[src/rtl/rename_pkg.sv]
// Shared defaults, register-index typedefs and the map-table snapshot layout
// for the register rename block.
package rename_pkg;

  localparam int ARCH_REGS_DEF  = 32;
  localparam int PHYS_REGS_DEF  = 64;
  localparam int CKPT_DEPTH_DEF = 4;

  localparam int AW_DEF = $clog2(ARCH_REGS_DEF);
  localparam int PW_DEF = $clog2(PHYS_REGS_DEF);
  localparam int CW_DEF = $clog2(CKPT_DEPTH_DEF);

  typedef logic [AW_DEF-1:0] arch_reg_t;
  typedef logic [PW_DEF-1:0] phys_reg_t;
  typedef logic [CW_DEF-1:0] ckpt_id_t;

  // One branch checkpoint: full map plus the free-list read pointer.
  typedef struct packed {
    phys_reg_t [ARCH_REGS_DEF-1:0] map;
    logic [PW_DEF:0]               head;
  } map_table_t;

endpackage

[src/rtl/rename_free_list.sv]
// Circular FIFO of free physical register numbers; pointers carry a wrap bit
// so a full list and an empty list are distinguishable.
module rename_free_list
  import rename_pkg::*;
#(
  parameter int ARCH_REGS = ARCH_REGS_DEF,
  parameter int PHYS_REGS = PHYS_REGS_DEF,
  localparam int PW = $clog2(PHYS_REGS)
) (
  input  logic          clk,
  input  logic          rst_n,
  input  logic          push,
  input  logic [PW-1:0] push_data,
  input  logic          pop,
  input  logic          restore,
  input  logic [PW:0]   restore_head,
  output logic [PW-1:0] head_data,
  output logic [PW:0]   head_ptr,
  output logic [PW:0]   count
);

  logic [PW:0]   head_reg;
  logic [PW:0]   tail_reg;
  logic [PW-1:0] mem [PHYS_REGS];

  assign head_data = mem[head_reg[PW-1:0]];
  assign head_ptr  = head_reg;
  assign count     = tail_reg - head_reg;

  // Restore wins over pop; the rename side never pops during a recovery.
  always_ff @(posedge clk) begin
    if (!rst_n) begin
      head_reg <= '0;
      tail_reg <= (PW+1)'(PHYS_REGS - ARCH_REGS);
    end else begin
      if (restore)
        head_reg <= restore_head;
      else if (pop)
        head_reg <= head_reg + 1'b1;
      if (push)
        tail_reg <= tail_reg + 1'b1;
    end
  end

  always_ff @(posedge clk) begin
    if (!rst_n) begin
      for (int i = 0; i < PHYS_REGS; i++)
        mem[i] <= (i < PHYS_REGS - ARCH_REGS) ? PW'(i + ARCH_REGS) : '0;
    end else if (push) begin
      mem[tail_reg[PW-1:0]] <= push_data;
    end
  end

endmodule

[src/rtl/rename_map_unit.sv]
// Register rename: architectural-to-physical map, free-list allocation and
// branch checkpoints with in-order release and recovery to any live slot.
module rename_map_unit
  import rename_pkg::*;
#(
  parameter int ARCH_REGS  = ARCH_REGS_DEF,
  parameter int PHYS_REGS  = PHYS_REGS_DEF,
  parameter int CKPT_DEPTH = CKPT_DEPTH_DEF,
  localparam int AW = $clog2(ARCH_REGS),
  localparam int PW = $clog2(PHYS_REGS),
  localparam int CW = $clog2(CKPT_DEPTH)
) (
  input  logic          clk,
  input  logic          rst_n,
  input  logic          i_ren_valid,
  output logic          o_ren_ready,
  input  logic [AW-1:0] i_rs,
  input  logic [AW-1:0] i_rt,
  input  logic [AW-1:0] i_rw,
  input  logic          i_uses_rw,
  input  logic          i_is_branch,
  output logic [PW-1:0] o_rs_phys,
  output logic [PW-1:0] o_rt_phys,
  output logic [PW-1:0] o_rw_phys,
  output logic [PW-1:0] o_old_rw_phys,
  output logic [CW-1:0] o_ckpt_id,
  input  logic          i_commit_valid,
  input  logic [PW-1:0] i_commit_free,
  input  logic          i_recover_valid,
  input  logic [CW-1:0] i_recover_id,
  input  logic          i_release_valid,
  output logic [PW:0]   o_free_count,
  output logic          o_ckpt_full
);

  typedef struct packed {
    logic [ARCH_REGS-1:0][PW-1:0] map;
    logic [PW:0]                  head;
  } ckpt_t;

  function automatic logic [CW-1:0] ckpt_incr(input logic [CW-1:0] p);
    return (int'(p) == CKPT_DEPTH - 1) ? '0 : p + 1'b1;
  endfunction

  function automatic logic [CW:0] ckpt_dist(input logic [CW-1:0] from, input logic [CW-1:0] to);
    if (to >= from)
      return {1'b0, to} - {1'b0, from};
    else
      return {1'b0, to} + (CW+1)'(CKPT_DEPTH) - {1'b0, from};
  endfunction

  logic [ARCH_REGS-1:0][PW-1:0] map_reg;
  logic [ARCH_REGS-1:0][PW-1:0] map_next;
  ckpt_t                        ckpt_mem [CKPT_DEPTH];
  ckpt_t                        rec_entry;
  logic [CW-1:0]                ckpt_head_reg, ckpt_head_next;
  logic [CW-1:0]                ckpt_tail_reg, ckpt_tail_next;
  logic [CW:0]                  ckpt_count_reg, ckpt_count_next;

  logic          alloc_needed, accept, alloc, take_ckpt, fl_push;
  logic [PW-1:0] fl_head_data;
  logic [PW:0]   fl_head_ptr, fl_count, snap_head;

  assign alloc_needed = i_uses_rw && (i_rw != '0);
  assign o_ckpt_full  = (ckpt_count_reg == (CW+1)'(CKPT_DEPTH));
  // Readiness uses registered state only; a same-cycle commit cannot help.
  assign o_ren_ready  = !i_recover_valid && (!alloc_needed || fl_count != '0)
                        && (!i_is_branch || !o_ckpt_full);
  assign accept       = i_ren_valid && o_ren_ready;
  assign alloc        = accept && alloc_needed;
  assign take_ckpt    = accept && i_is_branch;
  assign fl_push      = i_commit_valid && (i_commit_free != '0);

  assign o_rs_phys     = map_reg[i_rs];
  assign o_rt_phys     = map_reg[i_rt];
  assign o_old_rw_phys = map_reg[i_rw];
  assign o_rw_phys     = alloc_needed ? fl_head_data : map_reg[i_rw];
  assign o_ckpt_id     = ckpt_tail_reg;
  assign o_free_count  = fl_count;

  assign rec_entry = ckpt_mem[i_recover_id];
  assign snap_head = fl_head_ptr + (alloc ? (PW+1)'(1) : '0);

  rename_free_list #(
    .ARCH_REGS(ARCH_REGS),
    .PHYS_REGS(PHYS_REGS)
  ) u_free_list (
    .clk         (clk),
    .rst_n       (rst_n),
    .push        (fl_push),
    .push_data   (i_commit_free),
    .pop         (alloc),
    .restore     (i_recover_valid),
    .restore_head(rec_entry.head),
    .head_data   (fl_head_data),
    .head_ptr    (fl_head_ptr),
    .count       (fl_count)
  );

  always_comb begin
    map_next = map_reg;
    if (alloc)
      map_next[i_rw] = fl_head_data;
  end

  always_ff @(posedge clk) begin
    if (!rst_n) begin
      for (int i = 0; i < ARCH_REGS; i++)
        map_reg[i] <= PW'(i);
    end else if (i_recover_valid) begin
      map_reg <= rec_entry.map;
    end else begin
      map_reg <= map_next;
    end
  end

  // Snapshot includes the branch's own destination update.
  always_ff @(posedge clk) begin
    if (take_ckpt)
      ckpt_mem[ckpt_tail_reg] <= '{map: map_next, head: snap_head};
  end

  always_comb begin
    ckpt_head_next  = ckpt_head_reg;
    ckpt_tail_next  = ckpt_tail_reg;
    ckpt_count_next = ckpt_count_reg;
    if (i_recover_valid) begin
      ckpt_tail_next  = ckpt_incr(i_recover_id);
      ckpt_count_next = ckpt_dist(ckpt_head_reg, i_recover_id) + 1'b1;
    end else if (take_ckpt) begin
      ckpt_tail_next  = ckpt_incr(ckpt_tail_reg);
      ckpt_count_next = ckpt_count_reg + 1'b1;
    end
    // Recovery always leaves the restored slot live, so release can follow it.
    if (i_release_valid && (i_recover_valid || ckpt_count_reg != '0)) begin
      ckpt_head_next  = ckpt_incr(ckpt_head_reg);
      ckpt_count_next = ckpt_count_next - 1'b1;
    end
  end

  always_ff @(posedge clk) begin
    if (!rst_n) begin
      ckpt_head_reg  <= '0;
      ckpt_tail_reg  <= '0;
      ckpt_count_reg <= '0;
    end else begin
      ckpt_head_reg  <= ckpt_head_next;
      ckpt_tail_reg  <= ckpt_tail_next;
      ckpt_count_reg <= ckpt_count_next;
    end
  end

endmodule

[config.mk]
export PLATFORM = sky130hd
export DESIGN_NAME = rename_map_unit
export DESIGN_NICKNAME = d
export VERILOG_FILES = /design/src/rtl/rename_pkg.sv /design/src/rtl/rename_free_list.sv /design/src/rtl/rename_map_unit.sv
export SDC_FILE = /design/constraint.sdc
export NUM_CORES = 2
export LEC_CHECK = 0
export ABC_AREA = 1
export CORE_ASPECT_RATIO = 1.75
export CORE_MARGIN = 4
export CORE_UTILIZATION = 64
export DETAILED_ROUTE_END_ITERATION = 16
export PLACE_DENSITY_LB_ADDON = 0.05
export SYNTH_ARGS = -nofsm -noshare
export SYNTH_HDL_FRONTEND = slang
export SYNTH_SLANG_ARGS = --single-unit
export TNS_END_PERCENT = 10
[constraint.sdc]
create_clock -name clk -period 22.3 [get_ports clk]
set_input_delay 4.46 -clock clk [delete_from_list [all_inputs] [get_ports clk]]
set_output_delay 4.46 -clock clk [all_outputs]
set_load 0.02 [all_outputs]
==> summary.txt <==
outcome: completed
starting density of the core: 0.646
first-pass GRT wire length: 306000 um
Seq/Total Area, Yosys: 0.604
setup bufs post-CTS: 0
Synth Instances: 7190
Distinct cells, synth: 44
Synth area leaders: edfxtp_1, nand2_1, dfxtp_1
cell taking the most area after synthesis: edfxtp_1
average size of a mapped cell: 9.16 um2
DRT iter0 DRCs: 5399
net count after synthesis: 7244
vias in the first global route: 50664
setup TNS: 0 ns
final period utilization: 0.579
Root Buffer: clkbuf_16
largest net degree at the start of global routing: 174
critical path type: primary input to output port
Sw Share: 0.264
drc violations: 0
RSZ-0062 raised after global routing: false
YS warnings: 0
Chip Height: 432 um
Core Box Area: 102000 um2
top cell type's share of synthesized area: 0.538
DR vias: 52700
H-tree Lvls: 3
Max-Cap Viols: 0
Post-synth EDFFs: 1180
most frequent cells after synthesis: nand2_1, edfxtp_1, o21ai_0
HPWL after detailed placement: 132000 um
startpoint types: primary input
Max-slew headroom: 0.167
ys flop type: edfxtp_1
Switch Pwr: 1.56 mW
PwrDens: 82.7 nW/um2
synthesized flop and latch total: 1399
critical path fanouts, max: 68
post-detailed-route count of antenna-violating nets: 0
worst min-delay path class: flop to flop
hold_buf cts: 0
fmax: 77.4 MHz
P_int: 4.34 mW
PostCTS Resize Cnt: 0
initial antenna violation count: 7
drt via density: 6.24
Final Critical Period: 12.92 ns
Setup crit end kind: output port
clock power share: 0.371
Layout area overhead: 8.27%
CP Data Arrival Time: 8.46 ns
WL final: 206000 um
Slew @ Worst Pin: 1.25 ns
R2R cell count: 15
Slew Viols, Final: 0
IO Pins: 66
final net count: 7051
GRT overflow: 0
CTS clk-pin slew, worst paths: 0.07 ns
fraction of layout cells with a size suffix above 1: 0.0515
max reg flops: 796
Final GP Congestion: 1.02
final hold violations: 0
WL/cell: 24.4 um
Post-Syn Area: 65900 um2
Setup Skew: 0.0458 ns
row count: 155
I/O Buffers: 65
Clock Path Buffers: 3
worst slack at placement: 9.61 ns
final worst setup slack: 9.38 ns
combinational power share: 0.123
most common cell in the synthesized netlist: nand2_1
P_leak: 27.7 nW
post-synthesis async set-or-reset flop share: 0
clk_lat worst skew: 0.78 ns
Hold Crit Depth: 0
GRT Total Usage: 0.373
CTS tree: yes
Required @ worst endpoint: 17.84 ns
drt pass-1 iters: 9
Die W: 251 um
Num CTS Buffers: 118
Die Footprint: 108000 um2
Max VDD drop: 0.0952 mV
CTS sink cnt: 1399
final setup vio count: 0
Seq pwr share: 0.506
-- metal layers --
layer | vias to the layer above | wire length, um | global-route usage
li1 | 24173 | - | -
met1 | 25090 | 67400 | 0.406
met2 | 2616 | 104000 | 0.647
met3 | 819 | 15400 | 0.0596
met4 | 2 | 19500 | 0.293
met5 | - | 13 | 0
-- logic make-up after synthesis --
logic type               count (synthesis)  share of synthesized area
AND/OR/NAND/NOR                       3138                      0.192
AO/OA/AOI/OAI                         1545                      0.135
flip-flops                            1399                      0.604
buffers and inverters                 1075                     0.0629
adder cells (fa/ha/maj)                 23                    0.00460
XOR/XNOR                                 9                    0.00120
multiplexers                             1                   0.000152
-- layout make-up --
| type | count | area, um2 |
|---|---|---|
| flip-flops and latches | 1399 | 39800 |
| fillers | 7826 | 30700 |
| multi-input cells | 4716 | 22000 |
| clock buffers | 152 | 3230 |
| inverters | 606 | 2310 |
| well taps | 1334 | 1670 |
| repair buffers | 156 | 1380 |
| clock inverters | 74 | 903 |
| diodes | 6 | 15.0 |
-- worst max-delay path: stages --
cell and delay [ns]:
buf_2 0.08, buf_4 0.57, clkinv_2 0.83, buf_4 0.59, o21ai_0 0.22, a21oi_1 0.06, o21ai_0 0.40, a31oi_1 0.15
a32oi_1 0.36, clkdlybuf4s50_1 0.69
-- path summary, 6_finish.rpt --
kind                                                            from  slack, ns                         end
worst max-delay path                                         i_rs[0]       9.38                o_rs_phys[0]
worst min-delay path                           map_reg[0]$_SDFF_PN0_       0.54    ckpt_mem[3][7]$_DFFE_PP_
worst max register to register  u_free_list.tail_reg[0]$_SDFFE_PN0P_      16.93  ckpt_mem[2][119]$_DFFE_PP_
worst min register to register                 map_reg[0]$_SDFF_PN0_       0.54    ckpt_mem[3][7]$_DFFE_PP_
-- layout by cell type, fill, tap and decap left out, types with 8 or more instances in the layout --
cell,Yosys,routed
clkinv_2,0,28
o22ai_1,180,180
xor2_1,9,9
clkbuf_16,0,120
a32oi_1,12,12
o211ai_1,43,43
nand2_1,1864,1861
inv_6,0,8
nor3_1,20,15
buf_4,1,87
clkbuf_1,344,21
clkinv_1,7,17
bufinv_16,0,17
o21ai_0,739,739
o21bai_1,32,32
nand4_1,16,16
o21a_1,76,76
a221o_1,83,83
nor2_1,669,665
clkdlybuf4s50_1,0,59
o221ai_1,8,8
nor2_2,15,15
clkbuf_8,0,11
nand3_1,529,529
inv_2,23,22
a21oi_1,345,345
edfxtp_1,1180,1180
a31oi_1,14,14
ha_1,21,21
dfxtp_1,219,216
inv_1,576,569
-- power groups by stage --
stage | combinational (mW) | clock [mW] | sequential, mW
floorplan | 0.455 | 0 | 3.01
global placement | 0.693 | 0 | 3.03
detailed placement | 0.706 | 0 | 3.04
CTS | 0.710 | 2.20 | 2.98
global route | 0.783 | 2.31 | 2.99
finish | 0.726 | 2.19 | 2.98
-- through the flow --
| step | area, um2 | instances | hold WS (ns) | power [mW] | util |
|---|---|---|---|---|---|
| floorplan | 65900 | 7190 | 0.494 | 3.46 | - |
| global placement | 67200 | 8211 | 0.537 | 3.73 | 0.658 |
| detailed placement | 67200 | 8211 | 0.537 | 3.74 | 0.658 |
| CTS | 71300 | 8437 | 0.544 | 5.89 | 0.699 |
| global route | 71300 | 8441 | 0.556 | 6.08 | 0.699 |
| finish | 71300 | 8443 | 0.544 | 5.90 | 0.699 |
No activity file was read; power rests on OpenSTA's default activity.
